<file path="src/rtl/primogen_wide.sv">
// primogen_wide: parametrised next-prime generator.
// Trial division by repeated subtraction (no divider/multiplier). Odd
// divisors d = 3, 5, 7, ... are tried while d*d <= candidate. d*d is kept
// incrementally in sq via (d+2)^2 = d^2 + 4d + 4.
module primogen_wide #(
    parameter int WIDTH     = 16,
    parameter int CNT_WIDTH = 16
) (
    input  logic                 clk,
    input  logic                 rst,
    input  logic                 go,
    input  logic                 mode,
    input  logic [WIDTH-1:0]     seed,
    output logic [WIDTH-1:0]     res,
    output logic                 ready,
    output logic                 error,
    output logic [CNT_WIDTH-1:0] count
);

    localparam int CW = WIDTH + 1;  // candidate / remainder width (carries overflow bit)
    localparam int SW = WIDTH + 2;  // running square width

    typedef enum logic [2:0] {
        S_IDLE, S_START, S_TEST, S_DIV, S_BUMP, S_DONE_OK, S_DONE_ERR
    } state_t;

    state_t               state, state_n;
    logic                 mode_q, mode_n;
    logic [WIDTH-1:0]     seed_q, seed_n;
    logic [CW-1:0]        cand, cand_n;
    logic [CW-1:0]        r, r_n;
    logic [WIDTH-1:0]     d, d_n;
    logic [SW-1:0]        sq, sq_n;
    logic [WIDTH-1:0]     res_n;
    logic                 error_n;
    logic [CNT_WIDTH-1:0] count_n;

    logic [CW-1:0]        start_cand;
    logic [CW-1:0]        cand_p2;
    logic [CW-1:0]        d_ext;
    logic [SW:0]          sq_sum;
    logic [SW-1:0]        sq_sat;

    assign ready = (state == S_IDLE);

    // Datapath helpers: starting candidate, +2 step, and the saturating
    // next-square so a large d can never wrap sq below the candidate.
    always_comb begin
        start_cand = '0;
        if (!mode_q) begin
            if (res < WIDTH'(3))
                start_cand = CW'(res) + CW'(1);
            else
                start_cand = CW'(res) + CW'(2);
        end else begin
            if (seed_q <= WIDTH'(2))
                start_cand = CW'(2);
            else
                start_cand = CW'(seed_q) + CW'(!seed_q[0]);
        end
        cand_p2 = cand + CW'(2);
        d_ext   = CW'(d);
        sq_sum  = (SW+1)'(sq) + (SW+1)'({d, 2'b00}) + (SW+1)'(4);
        sq_sat  = sq_sum[SW] ? {SW{1'b1}} : sq_sum[SW-1:0];
    end

    // Next-state and next-register logic for the search FSM.
    always_comb begin
        state_n = state;
        mode_n  = mode_q;
        seed_n  = seed_q;
        cand_n  = cand;
        r_n     = r;
        d_n     = d;
        sq_n    = sq;
        res_n   = res;
        error_n = error;
        count_n = count;
        case (state)
            S_IDLE: begin
                if (go) begin
                    mode_n  = mode;
                    seed_n  = seed;
                    state_n = S_START;
                end
            end
            S_START: begin
                cand_n = start_cand;
                if (start_cand[WIDTH]) begin
                    state_n = S_DONE_ERR;
                end else if (start_cand == CW'(2) || start_cand == CW'(3)) begin
                    state_n = S_DONE_OK;
                end else begin
                    d_n     = WIDTH'(3);
                    sq_n    = SW'(9);
                    state_n = S_TEST;
                end
            end
            S_TEST: begin
                if (sq > SW'(cand)) begin
                    state_n = S_DONE_OK;
                end else begin
                    r_n     = cand;
                    state_n = S_DIV;
                end
            end
            S_DIV: begin
                if (r >= d_ext) begin
                    r_n = r - d_ext;
                end else if (r == '0) begin
                    // d divides the candidate: move to the next odd one
                    cand_n  = cand_p2;
                    state_n = cand_p2[WIDTH] ? S_DONE_ERR : S_BUMP;
                end else begin
                    sq_n    = sq_sat;
                    d_n     = d + WIDTH'(2);
                    state_n = S_TEST;
                end
            end
            S_BUMP: begin
                d_n     = WIDTH'(3);
                sq_n    = SW'(9);
                state_n = S_TEST;
            end
            S_DONE_OK: begin
                res_n   = cand[WIDTH-1:0];
                error_n = 1'b0;
                if (!(&count))
                    count_n = count + CNT_WIDTH'(1);
                state_n = S_IDLE;
            end
            S_DONE_ERR: begin
                error_n = 1'b1;
                state_n = S_IDLE;
            end
            default: state_n = S_IDLE;
        endcase
    end

    // State and datapath registers; async active-low reset.
    always_ff @(posedge clk or negedge rst) begin
        if (!rst) begin
            state  <= S_IDLE;
            mode_q <= 1'b0;
            seed_q <= '0;
            cand   <= '0;
            r      <= '0;
            d      <= WIDTH'(3);
            sq     <= SW'(9);
            res    <= WIDTH'(1);
            error  <= 1'b0;
            count  <= '0;
        end else begin
            state  <= state_n;
            mode_q <= mode_n;
            seed_q <= seed_n;
            cand   <= cand_n;
            r      <= r_n;
            d      <= d_n;
            sq     <= sq_n;
            res    <= res_n;
            error  <= error_n;
            count  <= count_n;
        end
    end

endmodule
</file>
<file path="config.mk">
export PLATFORM = sky130hd
export DESIGN_NAME = primogen_wide
export DESIGN_NICKNAME = d
export VERILOG_FILES = /design/src/rtl/primogen_wide.sv
export SDC_FILE = /design/constraint.sdc
export NUM_CORES = 1
export LEC_CHECK = 0
export BUFFER_PORTS_ARGS = -buffer_cell sky130_fd_sc_hd__buf_2
export CAP_MARGIN = 25
export CORE_ASPECT_RATIO = 1.5
export CORE_MARGIN = 4
export CORE_UTILIZATION = 55
export CTS_CLUSTER_SIZE = 28
export DETAILED_ROUTE_END_ITERATION = 10
export GPL_ROUTABILITY_DRIVEN = 0
export GPL_TIMING_DRIVEN = 0
export PLACE_DENSITY = 0.73
export SLEW_MARGIN = 20
export SYNTH_ARGS = -nofsm -noshare
export SYNTH_HDL_FRONTEND = slang
export SYNTH_SLANG_ARGS = --single-unit
</file>
<file path="constraint.sdc">
create_clock -name clk -period 3.7 [get_ports clk]
set_input_delay 0.185 -clock clk [delete_from_list [all_inputs] [get_ports clk]]
set_output_delay 0.185 -clock clk [all_outputs]
set_load 0.005 [all_outputs]
</file>
==> flow_metrics.tcl, run 1 <==
set metrics [dict create \
    clockBufferDepth 2 \
    vias 7684 \
    diodes 0 \
    pwr-share-clk_pct 22.4 \
    die-height_um 158 \
    boundaryPins 54 \
    leakage_uw 0.00438 \
    synth_compound_area_share_pct 21.3 \
    wl_um 24700 \
    synth_fa_ha_area_share_pct 10.9 \
    synth_top_area_share_pct 35.1 \
    period_minus_slack_ns 3.47 \
    clock_sinks 121 \
    internal-power_uw 4360 \
    finalHoldViolations 0 \
    muxShareOfSynthArea_pct 2.93 \
    status "finished clean" \
    ys_top_cells_by_area "dfrtp_1 35%, ha_1 10%, a21oi_1 4.7%, o21ai_0 4.2%, nand2_1 3.9%" \
    drtAntennaViolNets 0 \
    highest_layer "met4" \
    swShare_pct 45.1 \
    initial_utilization_pct 56.4 \
    required_ns 4.05 \
    syn_avg_cell_area_um2 8.63 \
    routedWlPerCell_um 19.6 \
    port_buffers 53 \
    final_nets 1140 \
    ys_seq_area_share_pct 36.7 \
    power_switching_uw 3580 \
    synth_xor_area_share_pct 4.98 \
    maxCapViolCount 0 \
    dieArea_mm2 0.0171 \
    htree_num_levels 4 \
    layout-drive-gt1-share_pct 13.0 \
    yosys.area.top_type "dfrtp_1" \
    tightest_slew_ns 1.01 \
    cts_tree "done" \
    gr-total-overflow 0 \
    drt-met1-wl_um 9530 \
    drtIter0Drc 563 \
    syn_nets 1049 \
    die_w_um 108 \
    first_pass_iters 5 \
    yosysMostFrequentCell "dfrtp_1" \
    crit_fanout 10 \
    ys_types 70 \
    grt_max_degree 66 \
    fmaxAchievable_mhz 288 \
    ir_drop_uv 290 \
    power_density_mw_per_mm2 823 \
    cts_buffers 17 \
    drc_errors 0 \
    finalPower_uw 7940 \
    fin_skew_ns 0.00788 \
    slew_violations 0 \
    worstSetupStartpointType "flop" \
    dr_wl_met3_um 1090 \
    worstSetupPathType "flop to flop" \
    area_growth_syn_to_layout_pct 16.5 \
    via_per_inst 6.11 \
    synth_flop_cell "dfrtp_1" \
    yosys.area_share.simple_pct 18.2 \
    syn_inst 958 \
    cts.clk_slew.worst_paths_ns 0.06 \
    rows 54 \
    combPwrFrac_pct 48.9 \
    n_fill_cell 1241 \
    ys_ff_latch 121 \
    crit_path_end_kind "flop" \
    synth_top_family_by_area "compound AO/OA/AOI/OAI gates" \
    pwr-share-seq_pct 28.7 \
    min_period_over_period_pct 93.8 \
    core_area_mm2 0.0147 \
    grt_pass1_wl_um 40000 \
    yosysWarnings 0 \
    relSlewSlack_pct 31.7 \
    grt_pass1_vias 7662 \
    antenna_found_initial 0 \
    critPathArrivalTime_ns 3.82 \
    cts_root_buffer "clkbuf_16" \
    clk_latency_ns 0.43 \
    synth_edf_count 0 \
    wl_met2_um 12200 \
    synthesis.area_mm2 0.00827 \
    grtUsageTotal_pct 30.3 \
    hold_path_class "input pin to flop" \
    netlist_top_cells_count "116 x dfrtp_1, 87 x nand2_1, 81 x nor2_1, 77 x a21oi_1, 70 x o21ai_0" \
    rsz0062_at_grt "no" \
    fin_util_pct 65.8 \
    async_flop_share_pct 100 \
    setup_violations 0 \
    hpwlAfterDp_um 18700 \
]
-- state kept, by name, indices dropped and copies added (netlist names) --
| signal | count |
|---|---|
| cand | 17 |
| count | 16 |
| d | 16 |
| error | 1 |
| mode_q | 1 |
| r | 17 |
| res | 16 |
| seed_q | 16 |
| sq | 18 |
| state | 3 |
-- cells by family (layout without fill, tap and decap cells) --
kind of cell / Yosys count / count (layout)
buffers and inverters: 104 / 208
xor gates and xnor gates: 47 / 47
and+or+nand+nor: 313 / 313
adders and majority gates: 71 / 71
AOI/OAI and AO/OA: 280 / 280
muxes: 22 / 22
DFF: 121 / 121
-- final cells by class --
class	count	area (um2)	share of cell area, %
Sequential cell	121	3030	31.5
Buffer	38	171	1.78
Clock buffer	18	439	4.56
Timing Repair Buffer	72	477	4.94
Tap cell	196	245	2.54
Clock inverter	14	183	1.89
Inverter	66	248	2.57
Multi-Input combinational cell	733	4840	50.2
-- stage by stage --
stage | std cells | hold WS (ns) | setup WS (ns) | cell area [um2] | setup TNS [ns]
floorplan | 958 | -0.111 | 0.704 | 8270 | 0
global placement | 1207 | 0.391 | -0.0854 | 8780 | -0.615
detailed placement | 1208 | 0.227 | -0.0712 | 8820 | -0.462
CTS | 1257 | 0.00374 | 0.00158 | 9610 | 0
global route | 1258 | 0.00522 | 0.0220 | 9640 | 0
finish | 1258 | 0.00414 | 0.229 | 9640 | 0
-- timing repair --
| action | in CTS | in global routing |
|---|---|---|
| endpoints found under the setup margin | 10 | 32 |
| hold endpoints to repair | 78 | 0 |
| hold buffers | 17 | 0 |
| resized for setup | 1 | 7 |
| pin swaps | 0 | 2 |
| gates cloned | 0 | 0 |
| setup buffers | 0 | 1 |
-- final timing paths --
path	from	to	slack, ns	cells past startpoint
hold / removal	seed[4]	seed_q[4]	0.004	2
setup reg to reg	d[1]	d[10]	0.23	13
setup / recovery	d[1]	d[10]	0.23	13
min in group asynchronous	rst	count[15]	0.32	2
hold reg to reg	count[8]	count[8]	0.49	1
max in group asynchronous	rst	d[1]	2.62	3
-- worst max-delay path, cell delays in order (launching register included) --
cell      delay [ns]
dfstp_2         0.59
inv_1           0.09
ha_1            0.29
nor2b_1         0.15
o31a_1          0.31
o31ai_2         0.35
a211o_1         0.22
and3b_1         0.16
clkbuf_1        0.32
and2_1          0.18
buf_2           0.21
clkbuf_2        0.29
a21oi_1         0.10
a21oi_1         0.14
-- power groups by stage --
stage / clock network, uW / registers (uW) / logic, uW
finish: 1780 / 2280 / 3880
global route: 1860 / 2320 / 4290
CTS: 1780 / 2250 / 3820
detailed placement: 0 / 2270 / 3780
global placement: 0 / 2270 / 3690
floorplan: 0 / 2100 / 2750
-- routing by layer --
metal	vias to the layer above	global-route usage, %
met2	281	51.8
met5	-	0
met4	0	22.1
met3	107	4.53
li1	3651	-
met1	3645	34.0
-- placed cells by master, fill, tap and decap left out, types with 8 or more instances in the layout --
cell,count
inv_1,66
buf_2,55
nor4_1,8
a21oi_1,77
mux2_2,18
a31oi_1,19
clkbuf_1,30
dlygate4sd3_1,17
nor3_1,27
o21a_1,8
dfrtp_1,116
a211oi_1,12
nand4_1,17
nand2_1,87
nor2_1,81
ha_1,69
clkbuf_16,17
nor2b_1,10
xor2_1,13
a21o_1,13
o21ai_0,69
xnor2_1,34
o21ai_1,15
and3_1,23
nand3_1,28
No activity file was read; power rests on OpenSTA's default activity.
==> run 2, diff against run 1 <==
Settings changed: RECOVER_POWER set to 100.
==> flow_metrics.tcl, run 2 (same netlist as run 1, synthesis figures left out) <==
set metrics [dict create \
    hpwlAfterDp_um 18700 \
    finalSetupTns_ns 0 \
    clockBufferDepth 2 \
    final_nets 1140 \
    min_period_over_period_pct 94.0 \
    fin_skew_ns 0.0104 \
    cp_slowest_cell "dfstp_2" \
    cts_root_buffer "clkbuf_16" \
    boundaryPins 54 \
    drtAntennaViolNets 0 \
    wl_um 24700 \
    fmaxAchievable_mhz 288 \
    required_ns 4.00 \
    die-height_um 158 \
    crit_path_end_kind "flop" \
    leakage_uw 0.00433 \
    power_density_mw_per_mm2 822 \
    hold_path_class "input pin to flop" \
    slew_violations 66 \
    r2r_slack_ns 0.22 \
    mostFrequentLayoutCell "dfrtp_1" \
    period_minus_slack_ns 3.48 \
    use_met3_pct 4.53 \
    worstSetupStartpointType "flop" \
    clk_latency_ns 0.43 \
    routedWlPerCell_um 19.6 \
    critPathArrivalTime_ns 3.78 \
    area_growth_syn_to_layout_pct 15.8 \
    cts_buffers 17 \
    initial_utilization_pct 56.4 \
    relSlewSlack_pct -10.2 \
    vias 7719 \
    gr-total-overflow 0 \
    clock_sinks 121 \
    grt_pass1_wl_um 40000 \
    cts_tree "done" \
    layout-drive-gt1-share_pct 11.9 \
    antenna_found_initial 0 \
    holdWs_ns 0.00438 \
    core_area_mm2 0.0147 \
    crit_family "compound AO/OA/AOI/OAI gates" \
    setup_violations 0 \
    violations "capacitance limit, slew limit" \
    drtIter0Drc 576 \
    tightest_slew_ns 1.65 \
    layout_common_cells "116 x dfrtp_1, 87 x nand2_1, 81 x o21ai_0, 81 x nor2_1, 78 x a21oi_1" \
    htree_num_levels 4 \
    grt_pass1_vias 7662 \
    maxCapViolCount 2 \
    worstSetupPathType "flop to flop" \
    critPathBufInv 3 \
    drc_errors 0 \
    busiest_layer "met2" \
    top_regs "sq (18), cand (17), r (17)" \
    max_stage_delay_ns 0.59 \
    ir_drop_uv 290 \
    fin_util_pct 65.3 \
    grt_util_met1_pct 34.0 \
    top_register "sq" \
    path_cells "inv_1 > ha_1 > nor2b_1 > o31a_1 > o31ai_2 > a211o_1 > and3b_1 > clkbuf_1 > a21oi_1 > o21ai_0 > clkbuf_2 > o21ai_0" \
    crit_fanout 10 \
    rsz0062_at_grt "no" \
    largest_register_ffs 18 \
    n_fill_cell 1257 \
    met2_usage_pct 51.8 \
    cp_common_cell "o21ai_0" \
    grtUsageTotal_pct 30.3 \
    status "finished, violations left" \
    port_buffers 53 \
    diodes 0 \
    rows 54 \
    dieArea_mm2 0.0171 \
    cts.clk_slew.worst_paths_ns 0.06 \
    grt_max_degree 66 \
    finalHoldViolations 0 \
    via_per_inst 6.14 \
    first_pass_iters 6 \
    die_w_um 108 \
]
==> run 2: cell count changes in the layout (fill, tap and decap cells not counted), moves of 3 or more <==
cell / change
buf_2: -8
and2_1: -3
and2_0: +3
clkbuf_1: +8
o21ai_0: +12
buf_6: -3
o21ai_1: -11
clkbuf_2: +4
==> run 2: timing repair <==
action | 4_1_cts | 5_1_grt
setup buffers | 0 | 1
hold endpoints to repair | 78 | 0
setup endpoints to repair | 10 | 32
pin swaps | 0 | 2
hold buffers | 17 | 0
gates resized for setup | 1 | 7
==> run 2: final cells by class <==
type                            instances  area [um2]  area share [%]
Clock inverter                         14         183            1.91
Sequential cell                       121        3030            31.7
Clock buffer                           18         439            4.58
Buffer                                 38         159            1.66
Inverter                               66         248            2.59
Timing Repair Buffer                   72         438            4.57
Tap cell                              196         245            2.56
Multi-Input combinational cell        733        4830            50.5
==> run 2: metal layers <==
metal / wire length, um / vias up
met2: 12100 / 311
met4: 1910 / 0
met3: 1250 / 107
met1: 9420 / 3645
met5: 0 / -
li1: - / 3656
==> run 2: through the flow <==
| stage | cell area [um2] | total power, uW | setup slack (ns) | instances |
|---|---|---|---|---|
| after floorplan | 8270 | 4850 | 0.704 | 958 |
| after global placement | 8780 | 5950 | -0.0854 | 1207 |
| after detailed placement | 8820 | 6040 | -0.0712 | 1208 |
| after CTS | 9610 | 7850 | 0.00158 | 1257 |
| after global routing | 9580 | 8410 | 0.0123 | 1258 |
| final | 9580 | 7880 | 0.222 | 1258 |
==> run 2: report_power, final <==
part,leakage [uW],switching (uW),total (uW),internal [uW]
Sequential,0.00154,513,2270,1760
Clock,0.000295,676,1770,1090
Combinational,0.00250,2370,3830,1470
==> run 2: worst paths after layout <==
kind / from / endpoint / cells after the start
worst max-delay path: d[1] / sq[11] / 12
worst min-delay path: seed[4] / seed_q[4] / 2
worst max register to register: d[1] / sq[11] / 12
worst min register to register: count[8] / count[8] / 1
max in group asynchronous: rst / r[5] / 3
min in group asynchronous: rst / count[15] / 2
==> run 3, diff against run 2 <==
Clock period 3.7 ns to 3.9 ns, I/O delays scaled along.
==> flow_metrics.tcl, run 3 (same netlist as run 1, synthesis figures left out) <==
set metrics [dict create \
    status "finished, violations left" \
    violations "capacitance limit, slew limit" \
    top_regs "sq (18), cand (17), r (17)" \
    mostFrequentLayoutCell "dfrtp_1" \
    clockBufferDepth 2 \
    layout-drive-gt1-share_pct 11.7 \
    leakage_uw 0.00430 \
    r2r_slack_ns 0.24 \
    largest_register_ffs 18 \
    internal-power_uw 4090 \
    core_area_mm2 0.0147 \
    r2r_end "r[11]" \
    hold_path_class "input pin to flop" \
    hpwlAfterDp_um 18700 \
    rsz0062_at_grt "no" \
    max_stage_delay_ns 0.68 \
    die_w_um 108 \
    cts_tree "done" \
    area_growth_syn_to_layout_pct 14.8 \
    required_ns 4.18 \
    fin_area_mm2 0.00949 \
    pwr-share-clk_pct 22.6 \
    drc_errors 0 \
    crit_family "compound AO/OA/AOI/OAI gates" \
    power_switching_uw 3370 \
    routedWlPerCell_um 19.7 \
    drtIter0Drc 539 \
    diodes 0 \
    r2r-start "d[1]" \
    cts.clk_slew.worst_paths_ns 0.06 \
    finalHoldViolations 0 \
    relSlewSlack_pct -9.01 \
    path_cells "inv_1 > ha_1 > nor2b_1 > o31a_1 > o31ai_1 > a211o_1 > and3b_1 > clkbuf_1 > o22ai_1 > clkbuf_1 > a31oi_1" \
    first_pass_iters 5 \
    reg2reg_depth 11 \
    fin_ws_ns 0.241 \
    cp_slowest_cell "o22ai_1" \
    cp-startpoint "d[1]" \
    power_density_mw_per_mm2 785 \
    gr-total-overflow 0 \
    worstSetupPathType "flop to flop" \
    maxCapViolCount 1 \
    cp_num_cells 11 \
    htree_num_levels 4 \
    worstSetupStartpointType "flop" \
    finalSetupTns_ns 0 \
    tightest_slew_ns 1.64 \
    rows 54 \
    initial_utilization_pct 56.4 \
    wl_met2_um 12300 \
    grt_pass1_wl_um 39800 \
    dr_wl_met3_um 1010 \
    port_buffers 53 \
    fin_util_pct 64.7 \
    min_period_over_period_pct 93.8 \
    critPathBufInv 3 \
    layout_common_cells "116 x dfrtp_1, 87 x nand2_1, 81 x nor2_1" \
    critPathArrivalTime_ns 3.94 \
    pre_cts_ws_ns 0.129 \
    crit_path_end "r[11]" \
    cp_common_cell "clkbuf_1" \
    die-height_um 158 \
    crit_fanout 10 \
    swShare_pct 45.2 \
    cts_root_buffer "clkbuf_16" \
    clk_latency_ns 0.43 \
    final_nets 1133 \
    antenna_found_initial 0 \
    place_area_mm2 0.00882 \
    wl_um 24600 \
    setup_violations 0 \
    ir_drop_uv 275 \
    pwr-share-seq_pct 29.0 \
    combPwrFrac_pct 48.5 \
    clock_sinks 121 \
    drtAntennaViolNets 0 \
    highest_layer "met4" \
    via_per_inst 6.14 \
    fin_skew_ns 0.0103 \
    slew_violations 66 \
    crit_path_end_kind "flop" \
    vias 7676 \
    boundaryPins 54 \
    fmaxAchievable_mhz 273 \
    grt_max_degree 66 \
    top_register "sq" \
    grt_pass1_vias 7641 \
    grtUsageTotal_pct 30.2 \
    drt-met1-wl_um 9510 \
    dieArea_mm2 0.0171 \
    period_minus_slack_ns 3.66 \
    cts_buffers 17 \
]
## run 3: power groups by stage
| stage | clock network, uW | logic, uW | registers (uW) |
|---|---|---|---|
| after floorplan | 0 | 2610 | 1990 |
| after global placement | 0 | 3500 | 2150 |
| after detailed placement | 0 | 3580 | 2150 |
| after CTS | 1690 | 3620 | 2140 |
| after global routing | 1760 | 4000 | 2190 |
| final | 1680 | 3610 | 2160 |
## run 3: through the flow
stage	hold slack [ns]	instances	power (uW)
after global routing	0.00154	1251	7950
after detailed placement	0.237	1208	5730
after floorplan	-0.101	958	4600
after global placement	0.401	1207	5650
after CTS	0.000131	1250	7440
final	0.00123	1251	7450
## run 3: worst min path at each step
stage          slack, ns  cells past startpoint    endpoint      from
3_5_place_dp        0.24                      1   count[15]       rst
3_3_place_gp        0.40                      3   seed_q[7]   seed[7]
4_1_cts           0.0001                      2  seed_q[15]  seed[15]
5_1_grt            0.002                      2   seed_q[1]   seed[1]
6_report           0.001                      2  seed_q[15]  seed[15]
2_1_floorplan      -0.10                      0     cand[0]       rst
## run 3: repair_timing
item / 4_1_cts / 5_1_grt
gates resized for setup: 0 / 5
endpoints found under the hold margin: 71 / 0
hold buffers: 10 / 0
setup endpoints to repair: 0 / 19
buffers inserted: 0 / 1
## run 3: final cells by class
cell class,instances,area [um2]
clock buffer,18,439
buffer,38,158
sequential,121,3030
inverter,66,248
timing repair buffer,65,368
tap,196,245
fill,1280,5170
clock inverter,14,183
multi-input combinational,733,4820
## run 3: worst register-to-register path, cell delays in order (launching register included)
cell and delay (ns):
dfstp_2 0.59, inv_1 0.09, ha_1 0.29, nor2b_1 0.17, o31a_1 0.22, o31ai_1 0.15, a211o_1 0.35, and3b_1 0.17
clkbuf_1 0.20, o22ai_1 0.68, clkbuf_1 0.45, a31oi_1 0.15
## run 3: per-layer routing
metal  global-route usage, %  vias to the layer above
met5                       0                        -
met4                    21.9                        0
met3                    4.32                      102
met2                    51.7                      284
met1                    34.0                     3656
li1                        -                     3634
